`src/rtl/doorlock_ctrl.sv`:
```
// doorlock_ctrl
// -------------
// Password-check controller for the door lock. Collects a CODE_LEN-digit
// BCD code from one-cycle key pulses, compares it against PASSWORD on
// enter, and drives timed unlock / err / lockout indications.
//
// Interface contract: key_on, enter_on and clr_on are one-cycle "valid"
// pulses from the upstream edge detectors. There is no ready/backpressure:
// a pulse is either consumed in the cycle it is present or dropped. Within a
// cycle clr_on beats enter_on, which beats a digit key. A digit key is valid
// only when key_on is exactly one-hot.
//
// Optional feature: define DOORLOCK_LOCKOUT_EN to build the LOCKOUT state.
// Without it, lockout is constant 0 and fail_cnt is cleared only by a
// successful unlock or by reset.
//
// Ports:
//   clk        system clock
//   n_rst      asynchronous active-low reset
//   key_on     [9:0] digit press pulses, bit i = digit i
//   enter_on   enter press pulse
//   clr_on     clear press pulse
//   unlock     door open indication (registered)
//   err        wrong-code indication (registered)
//   lockout    too-many-failures indication (registered)
//   digit_cnt  [3:0] digits entered so far
//   fail_cnt   [2:0] consecutive failures, saturating at 7
module doorlock_ctrl #(
  parameter int          CODE_LEN    = 4,
  parameter logic [31:0] PASSWORD    = 32'h0000_1234,
  parameter int          OPEN_CYCLES = 50_000_000,
  parameter int          ERR_CYCLES  = 25_000_000,
  parameter int          MAX_FAIL    = 3,
  parameter int          LOCK_CYCLES = 250_000_000
) (
  input  logic       clk,
  input  logic       n_rst,
  input  logic [9:0] key_on,
  input  logic       enter_on,
  input  logic       clr_on,
  output logic       unlock,
  output logic       err,
  output logic       lockout,
  output logic [3:0] digit_cnt,
  output logic [2:0] fail_cnt
);

`ifdef DOORLOCK_LOCKOUT_EN
  localparam bit LOCK_EN = 1'b1;
`else
  localparam bit LOCK_EN = 1'b0;
`endif

  // Only the low CODE_LEN digits of the buffer take part in the compare.
  localparam logic [31:0] CODE_MASK   = 32'hFFFF_FFFF >> (32 - 4 * CODE_LEN);
  localparam logic [31:0] PASS_MASKED = PASSWORD & CODE_MASK;
  localparam logic [3:0]  CODE_LEN_C  = 4'(CODE_LEN);
  localparam logic [2:0]  LOCK_THRESH = 3'(MAX_FAIL);
  localparam logic [31:0] OPEN_LOAD   = 32'(OPEN_CYCLES - 1);
  localparam logic [31:0] ERR_LOAD    = 32'(ERR_CYCLES - 1);
  localparam logic [31:0] LOCK_LOAD   = 32'(LOCK_CYCLES - 1);

  typedef enum logic [2:0] {
    S_IDLE    = 3'd0,
    S_ENTRY   = 3'd1,
    S_OPEN    = 3'd2,
    S_ERROR   = 3'd3,
    S_LOCKOUT = 3'd4
  } state_t;

  state_t      state_q, state_d;
  logic [31:0] buf_q, buf_d;
  logic [3:0]  cnt_q, cnt_d;
  logic [2:0]  fail_q, fail_d;
  logic [31:0] timer_q, timer_d;
  logic        unlock_q, err_q, lockout_q;

  logic [3:0]  key_digit;
  logic        key_valid;
  logic        key_act;
  logic        enter_act;
  logic        timer_done;
  logic        code_ok;

  // One-hot to BCD digit; only meaningful when key_valid is set.
  always_comb begin
    key_digit = 4'd0;
    for (int i = 0; i < 10; i++) begin
      if (key_on[i]) key_digit = 4'(i);
    end
  end

  assign key_valid  = $onehot(key_on);
  assign enter_act  = enter_on & ~clr_on;
  assign key_act    = key_valid & ~clr_on & ~enter_on;
  assign timer_done = (timer_q == 32'd0);
  assign code_ok    = (cnt_q == CODE_LEN_C) && ((buf_q & CODE_MASK) == PASS_MASKED);

  // Next-state and datapath
  always_comb begin
    state_d = state_q;
    buf_d   = buf_q;
    cnt_d   = cnt_q;
    fail_d  = fail_q;

    case (state_q)
      S_IDLE: begin
        if (key_act) begin
          buf_d   = {buf_q[27:0], key_digit};
          cnt_d   = 4'd1;
          state_d = S_ENTRY;
        end
      end

      S_ENTRY: begin
        if (clr_on) begin
          buf_d   = 32'd0;
          cnt_d   = 4'd0;
          state_d = S_IDLE;
        end else if (enter_act) begin
          buf_d = 32'd0;
          cnt_d = 4'd0;
          if (code_ok) begin
            fail_d  = 3'd0;
            state_d = S_OPEN;
          end else begin
            if (fail_q != 3'd7) fail_d = fail_q + 3'd1;
            state_d = S_ERROR;
          end
        end else if (key_act && (cnt_q < CODE_LEN_C)) begin
          buf_d = {buf_q[27:0], key_digit};
          cnt_d = cnt_q + 4'd1;
        end
      end

      S_OPEN: begin
        if (timer_done) state_d = S_IDLE;
      end

      S_ERROR: begin
        if (timer_done) begin
          if (LOCK_EN && (fail_q >= LOCK_THRESH)) state_d = S_LOCKOUT;
          else                                    state_d = S_IDLE;
        end
      end

      S_LOCKOUT: begin
        if (timer_done) begin
          fail_d  = 3'd0;
          state_d = S_IDLE;
        end
      end

      default: begin
        buf_d   = 32'd0;
        cnt_d   = 4'd0;
        state_d = S_IDLE;
      end
    endcase
  end

  // Timer loads on entry to a timed state and then counts down to 0; the
  // state is left in the cycle where the counter already reads 0, giving
  // exactly X_CYCLES cycles of indication.
  always_comb begin
    timer_d = timer_q;
    if (state_d != state_q) begin
      case (state_d)
        S_OPEN:    timer_d = OPEN_LOAD;
        S_ERROR:   timer_d = ERR_LOAD;
        S_LOCKOUT: timer_d = LOCK_LOAD;
        default:   timer_d = 32'd0;
      endcase
    end else if (!timer_done) begin
      timer_d = timer_q - 32'd1;
    end
  end

  always_ff @(posedge clk or negedge n_rst) begin
    if (!n_rst) begin
      state_q   <= S_IDLE;
      buf_q     <= 32'd0;
      cnt_q     <= 4'd0;
      fail_q    <= 3'd0;
      timer_q   <= 32'd0;
      unlock_q  <= 1'b0;
      err_q     <= 1'b0;
      lockout_q <= 1'b0;
    end else begin
      state_q   <= state_d;
      buf_q     <= buf_d;
      cnt_q     <= cnt_d;
      fail_q    <= fail_d;
      timer_q   <= timer_d;
      // Indications are decoded from the next state so they line up with
      // the state register and never overlap.
      unlock_q  <= (state_d == S_OPEN);
      err_q     <= (state_d == S_ERROR);
      lockout_q <= LOCK_EN && (state_d == S_LOCKOUT);
    end
  end

  assign unlock    = unlock_q;
  assign err       = err_q;
  assign lockout   = lockout_q;
  assign digit_cnt = cnt_q;
  assign fail_cnt  = fail_q;

endmodule

```
`config.mk`:
```
export PLATFORM = sky130hd
export DESIGN_NAME = doorlock_ctrl
export DESIGN_NICKNAME = d
export VERILOG_FILES = /design/src/rtl/doorlock_ctrl.sv
export SDC_FILE = /design/constraint.sdc
export NUM_CORES = 1
export LEC_CHECK = 0
export ABC_CLOCK_PERIOD_IN_PS = 3300
export CORE_MARGIN = 2
export CORE_UTILIZATION = 46
export CTS_CLUSTER_DIAMETER = 120
export DETAILED_ROUTE_END_ITERATION = 8
export PLACE_DENSITY = 0.62
export REMOVE_ABC_BUFFERS = 1
export SETUP_SLACK_MARGIN = 0.05
export SYNTH_ARGS = -nofsm -noshare
export SYNTH_HDL_FRONTEND = slang
export SYNTH_SLANG_ARGS = --single-unit
```
`constraint.sdc`:
```
create_clock -name clk -period 3.3 [get_ports clk]
set_input_delay 0.66 -clock clk [delete_from_list [all_inputs] [get_ports clk]]
set_output_delay 0.66 -clock clk [all_outputs]
set_load 0.02 [all_outputs]
```
==> key figures <==
Status
  – Violated checks: negative setup slack
  – Run status: finished, violations left

Floorplan
  – Die X: 88.9 µm
  – Chip height: 88.9 µm
  – Std cell rows: 30
  – Initial standard-cell utilization of the core: 48.2%
  – Number of top-level pins: 24
  – Area of the die: 0.00789 mm²
  – Floorplan Core Area: 0.00687 mm²

STA
  – Final worst path period share: 117%
  – Final setup vio count: 54
  – Max frequency: 0.258 GHz
  – Unrepaired setup endpoints after global routing: yes
  – Post-layout worst setup margin: -0.574 ns
  – Max-slew violation count: 0
  – Slew at the pin closest to its max-slew limit: 0.880 ns
  – Final Hold Violating Endpoints: 0
  – Max-Slew Margin vs Limit: 40.9%
  – Clock Skew: 0.00951 ns
  – Period minus WS final: 3.87 ns

Logic synthesis
  – Most common flop cell mapped by yosys: sky130_fd_sc_hd__dfrtp_1
  – Count of flip-flops with a built-in enable after synthesis: 0
  – Post-synthesis instance area: 0.00331 mm²
  – Yosys warning total: 0
  – Number of distinct library cell variants in the gate-level netlist after synthesis: 52
  – Mean cell area of the mapped netlist: 9.54 µm²
  – Area leader, netlist: sky130_fd_sc_hd__dfrtp_1
  – Top post-synthesis cells by area: sky130_fd_sc_hd__dfrtp_1 (45%), sky130_fd_sc_hd__o21ai_0 (6.0%), sky130_fd_sc_hd__xnor2_1 (5.6%)
  – Proportion of netlist area held by the largest area contributor: 45.3%
  – Share of synthesized area occupied by flip-flops and latches: 45.3%
  – Number of instances in the synthesized netlist: 347
  – Asr flop ratio synth: 100%
  – Top cells by instance count after synthesis: sky130_fd_sc_hd__dfrtp_1 (60), sky130_fd_sc_hd__o21ai_0 (40), sky130_fd_sc_hd__nand2_1 (35)
  – Total of flip-flops plus latches after synthesis: 60
  – Top-count cell post-synth: sky130_fd_sc_hd__dfrtp_1

Global routing
  – Pin count of the biggest net entering global routing: 31
  – First-pass GRT wire length: 12800 µm
  – Overall fraction of global-route tracks in use: 21.2%
  – Total overflow reported by the global router: 0
  – Vias in the first global route: 2662
  – Number of antenna violations at the first check in global routing: 0

Routing
  – Total Routed Length: 8100 µm
  – Routed wire per std cell: 16.2 µm
  – 1st-iter DRT viols: 198
  – Detailed Routing Iterations Pass 1: 4
  – Post-DRT Antenna Nets: 0
  – Residual DRC: 0
  – Via-to-Cell Ratio: 5.57
  – Routed via count: 2778

Setup path
  – Highest-delay cell along the critical path: sky130_fd_sc_hd__fa_1
  – Number of buffers and inverters on the critical path: 6
  – Largest fanout of any net on the critical path: 7
  – Worst setup EP type: flip-flop
  – CP Cell Sequence: buf_6 > fa_1 > fa_1 > inv_1 > fa_1 > inv_1 > ha_2 > inv_2 > fa_2 > a2111o_1 > a21oi_2 > o211ai_1 > buf_4 > buf_8 > nand2_1 > o21ai_1
  – Kind of start point of the critical path: input pin
  – Cell type with the highest occurrence count on the critical path: sky130_fd_sc_hd__fa_1
  – Worst path top cell family by delay: adder cells
  – Data arrival time of the critical path: 4.11 ns
  – Data required time at the worst endpoint: 3.53 ns
  – Category of the critical setup timing path: in2reg
  – Largest stage delay on the critical path: 0.52 ns

Cells and area
  – Fraction of final layout cells sized beyond drive strength 1: 28.8%
  – Total of fill cells in the finished design: 580
  – Antenna diode count: 0
  – Non-filler instance count after layout: 499
  – Syn-to-layout area delta: 29.9%
  – Post-layout nets: 427

Placed design
  – Post-detailed-placement half-perimeter wirelength: 5080 µm
  – Number of placed instances, taps included: 472
  – Number of port buffers: 22
  – Worst Setup Slack post-DPL: -1.45 ns
  – Final weighted congestion in routability-driven placement: 0.797

Job
  – Number of maximum-capacitance constraint violations: 0

Clock tree
  – CTS Buffer Depth: 2
  – Clock tree from TritonCTS: built
  – Clock H-tree levels: 3
  – Clock root cell: sky130_fd_sc_hd__clkbuf_8
  – Clock slew seen by the registers of the worst setup and hold paths: 0.07 ns
  – Number of clock buffers inserted by TritonCTS: 9
  – Clk Latency, worst-skew pair: 0.34 ns
  – TritonCTS Sinks: 60

Pwr
  – VDD IR max: 0.584 mV
  – Power per cell area: 948 mW/mm²
  – Leakage power total: 1.85 nW

Worst hold path
  – Hold/Removal Path Class: in2async
-- final cells by class --
type	instances	area (µm²)	share of cell area (%)
clock buffers	11	151	3.52
flip-flops and latches	60	1500	34.9
well taps	96	120	2.79
clock inverters	4	25.0	0.582
inverters	15	56.3	1.31
multi-input cells	257	1890	44.0
repair buffers	56	556	12.9
-- layout by cell type (no fill, tap or decap), types with 10 or more instances in the layout --
| cell type | Yosys | final |
|---|---|---|
| sky130_fd_sc_hd__or4_1 | 10 | 10 |
| sky130_fd_sc_hd__inv_1 | 15 | 14 |
| sky130_fd_sc_hd__nand2_1 | 35 | 22 |
| sky130_fd_sc_hd__o21ai_2 | 0 | 12 |
| sky130_fd_sc_hd__nor2_1 | 19 | 14 |
| sky130_fd_sc_hd__buf_4 | 1 | 22 |
| sky130_fd_sc_hd__nor3_1 | 16 | 15 |
| sky130_fd_sc_hd__dfrtp_1 | 60 | 60 |
| sky130_fd_sc_hd__clkdlybuf4s50_1 | 0 | 15 |
| sky130_fd_sc_hd__xnor2_1 | 21 | 21 |
| sky130_fd_sc_hd__o21ai_1 | 1 | 13 |
| sky130_fd_sc_hd__o21ai_0 | 40 | 15 |
| sky130_fd_sc_hd__clkbuf_8 | 0 | 11 |
-- cells by family (layout without fill, tap and decap cells) --
group / Yosys count / count (layout) / synth area share (%)
buf+inv: 30 / 86 / 3.78
simple gates: 133 / 133 / 22.1
mux: 1 / 1 / 0.340
xor+xnor: 23 / 23 / 6.08
flops: 60 / 60 / 45.3
compound gates: 85 / 85 / 15.6
other cells: 1 / 1 / 0.113
fa+ha+maj: 14 / 14 / 6.65
-- worst reg2reg max path: stages (launching register included) --
cell and delay (ns):
sky130_fd_sc_hd__dfrtp_1 0.43, sky130_fd_sc_hd__inv_1 0.10, sky130_fd_sc_hd__ha_1 0.18, sky130_fd_sc_hd__or3b_2 0.51, sky130_fd_sc_hd__or2_2 0.41, sky130_fd_sc_hd__a31oi_1 0.25
sky130_fd_sc_hd__or4b_2 0.63, sky130_fd_sc_hd__a21oi_2 0.14
-- what timing repair did --
action / 4_1_cts / 5_1_grt
setup buffers: 4 / 2
setup endpoints to repair: 54 / 54
cloned: 3 / 4
pin swaps: 20 / 20
gates resized for setup: 70 / 53
hold buffers: 0 / 0
-- power breakdown --
group	internal, W	leakage (nW)	switching [W]
Clock	0.000306	0.0872	0.000290
Combinational	0.00103	0.968	0.00112
Sequential	0.00103	0.798	0.000308
Total	0.00236	1.85	0.00171
-- flip-flops by register name, indices dropped and copies added, names as in the netlist --
register,cells
err,1
unlock,1
buf_q,16
state_q,3
fail_cnt,3
timer_q,32
digit_cnt,4
-- per-layer routing --
metal	vias up	wire length, µm	global-route usage [%]
met5	-	0	0
met4	0	119	6.06
met3	10	228	4.76
met2	46	3740	31.7
met1	1362	4010	31.1
li1	1360	-	-
-- worst paths after layout --
| check | from | slack, ns | depth (start not counted) | end |
|---|---|---|---|---|
| worst max-delay path | key_on[9] | -0.57 | 16 | buf_q[13]$_DFFE_PN0P_ |
| worst min-delay path | n_rst | 0.34 | 1 | buf_q[15]$_DFFE_PN0P_ |
| worst max register to register | timer_q[0]$_DFFE_PN0P_ | 0.59 | 7 | timer_q[10]$_DFFE_PN0P_ |
| worst min register to register | buf_q[12]$_DFFE_PN0P_ | 0.50 | 2 | buf_q[12]$_DFFE_PN0P_ |
| max in group asynchronous | n_rst | 2.25 | 2 | unlock$_DFF_PN0_ |
| min in group clk | buf_q[12]$_DFFE_PN0P_ | 0.50 | 2 | buf_q[12]$_DFFE_PN0P_ |
-- through the flow --
| stage | hold slack (ns) | instance area (µm²) | power [W] | utilization, % | setup TNS [ns] |
|---|---|---|---|---|---|
| final | 0.344 | 4300 | 0.00408 | 62.6 | -26.39 |
| after global routing | 0.378 | 4300 | 0.00438 | 62.6 | -36.67 |
| after CTS | 0.348 | 4050 | 0.00370 | 58.9 | -25.54 |
| after detailed placement | 0.464 | 3760 | 0.00291 | 54.7 | -74.19 |
| after global placement | 0.456 | 3760 | 0.00287 | 54.7 | -69.80 |
| after floorplan | 0.364 | 3240 | 0.00231 | - | -52.31 |
Note: power is estimated with default switching activity, not from simulation.
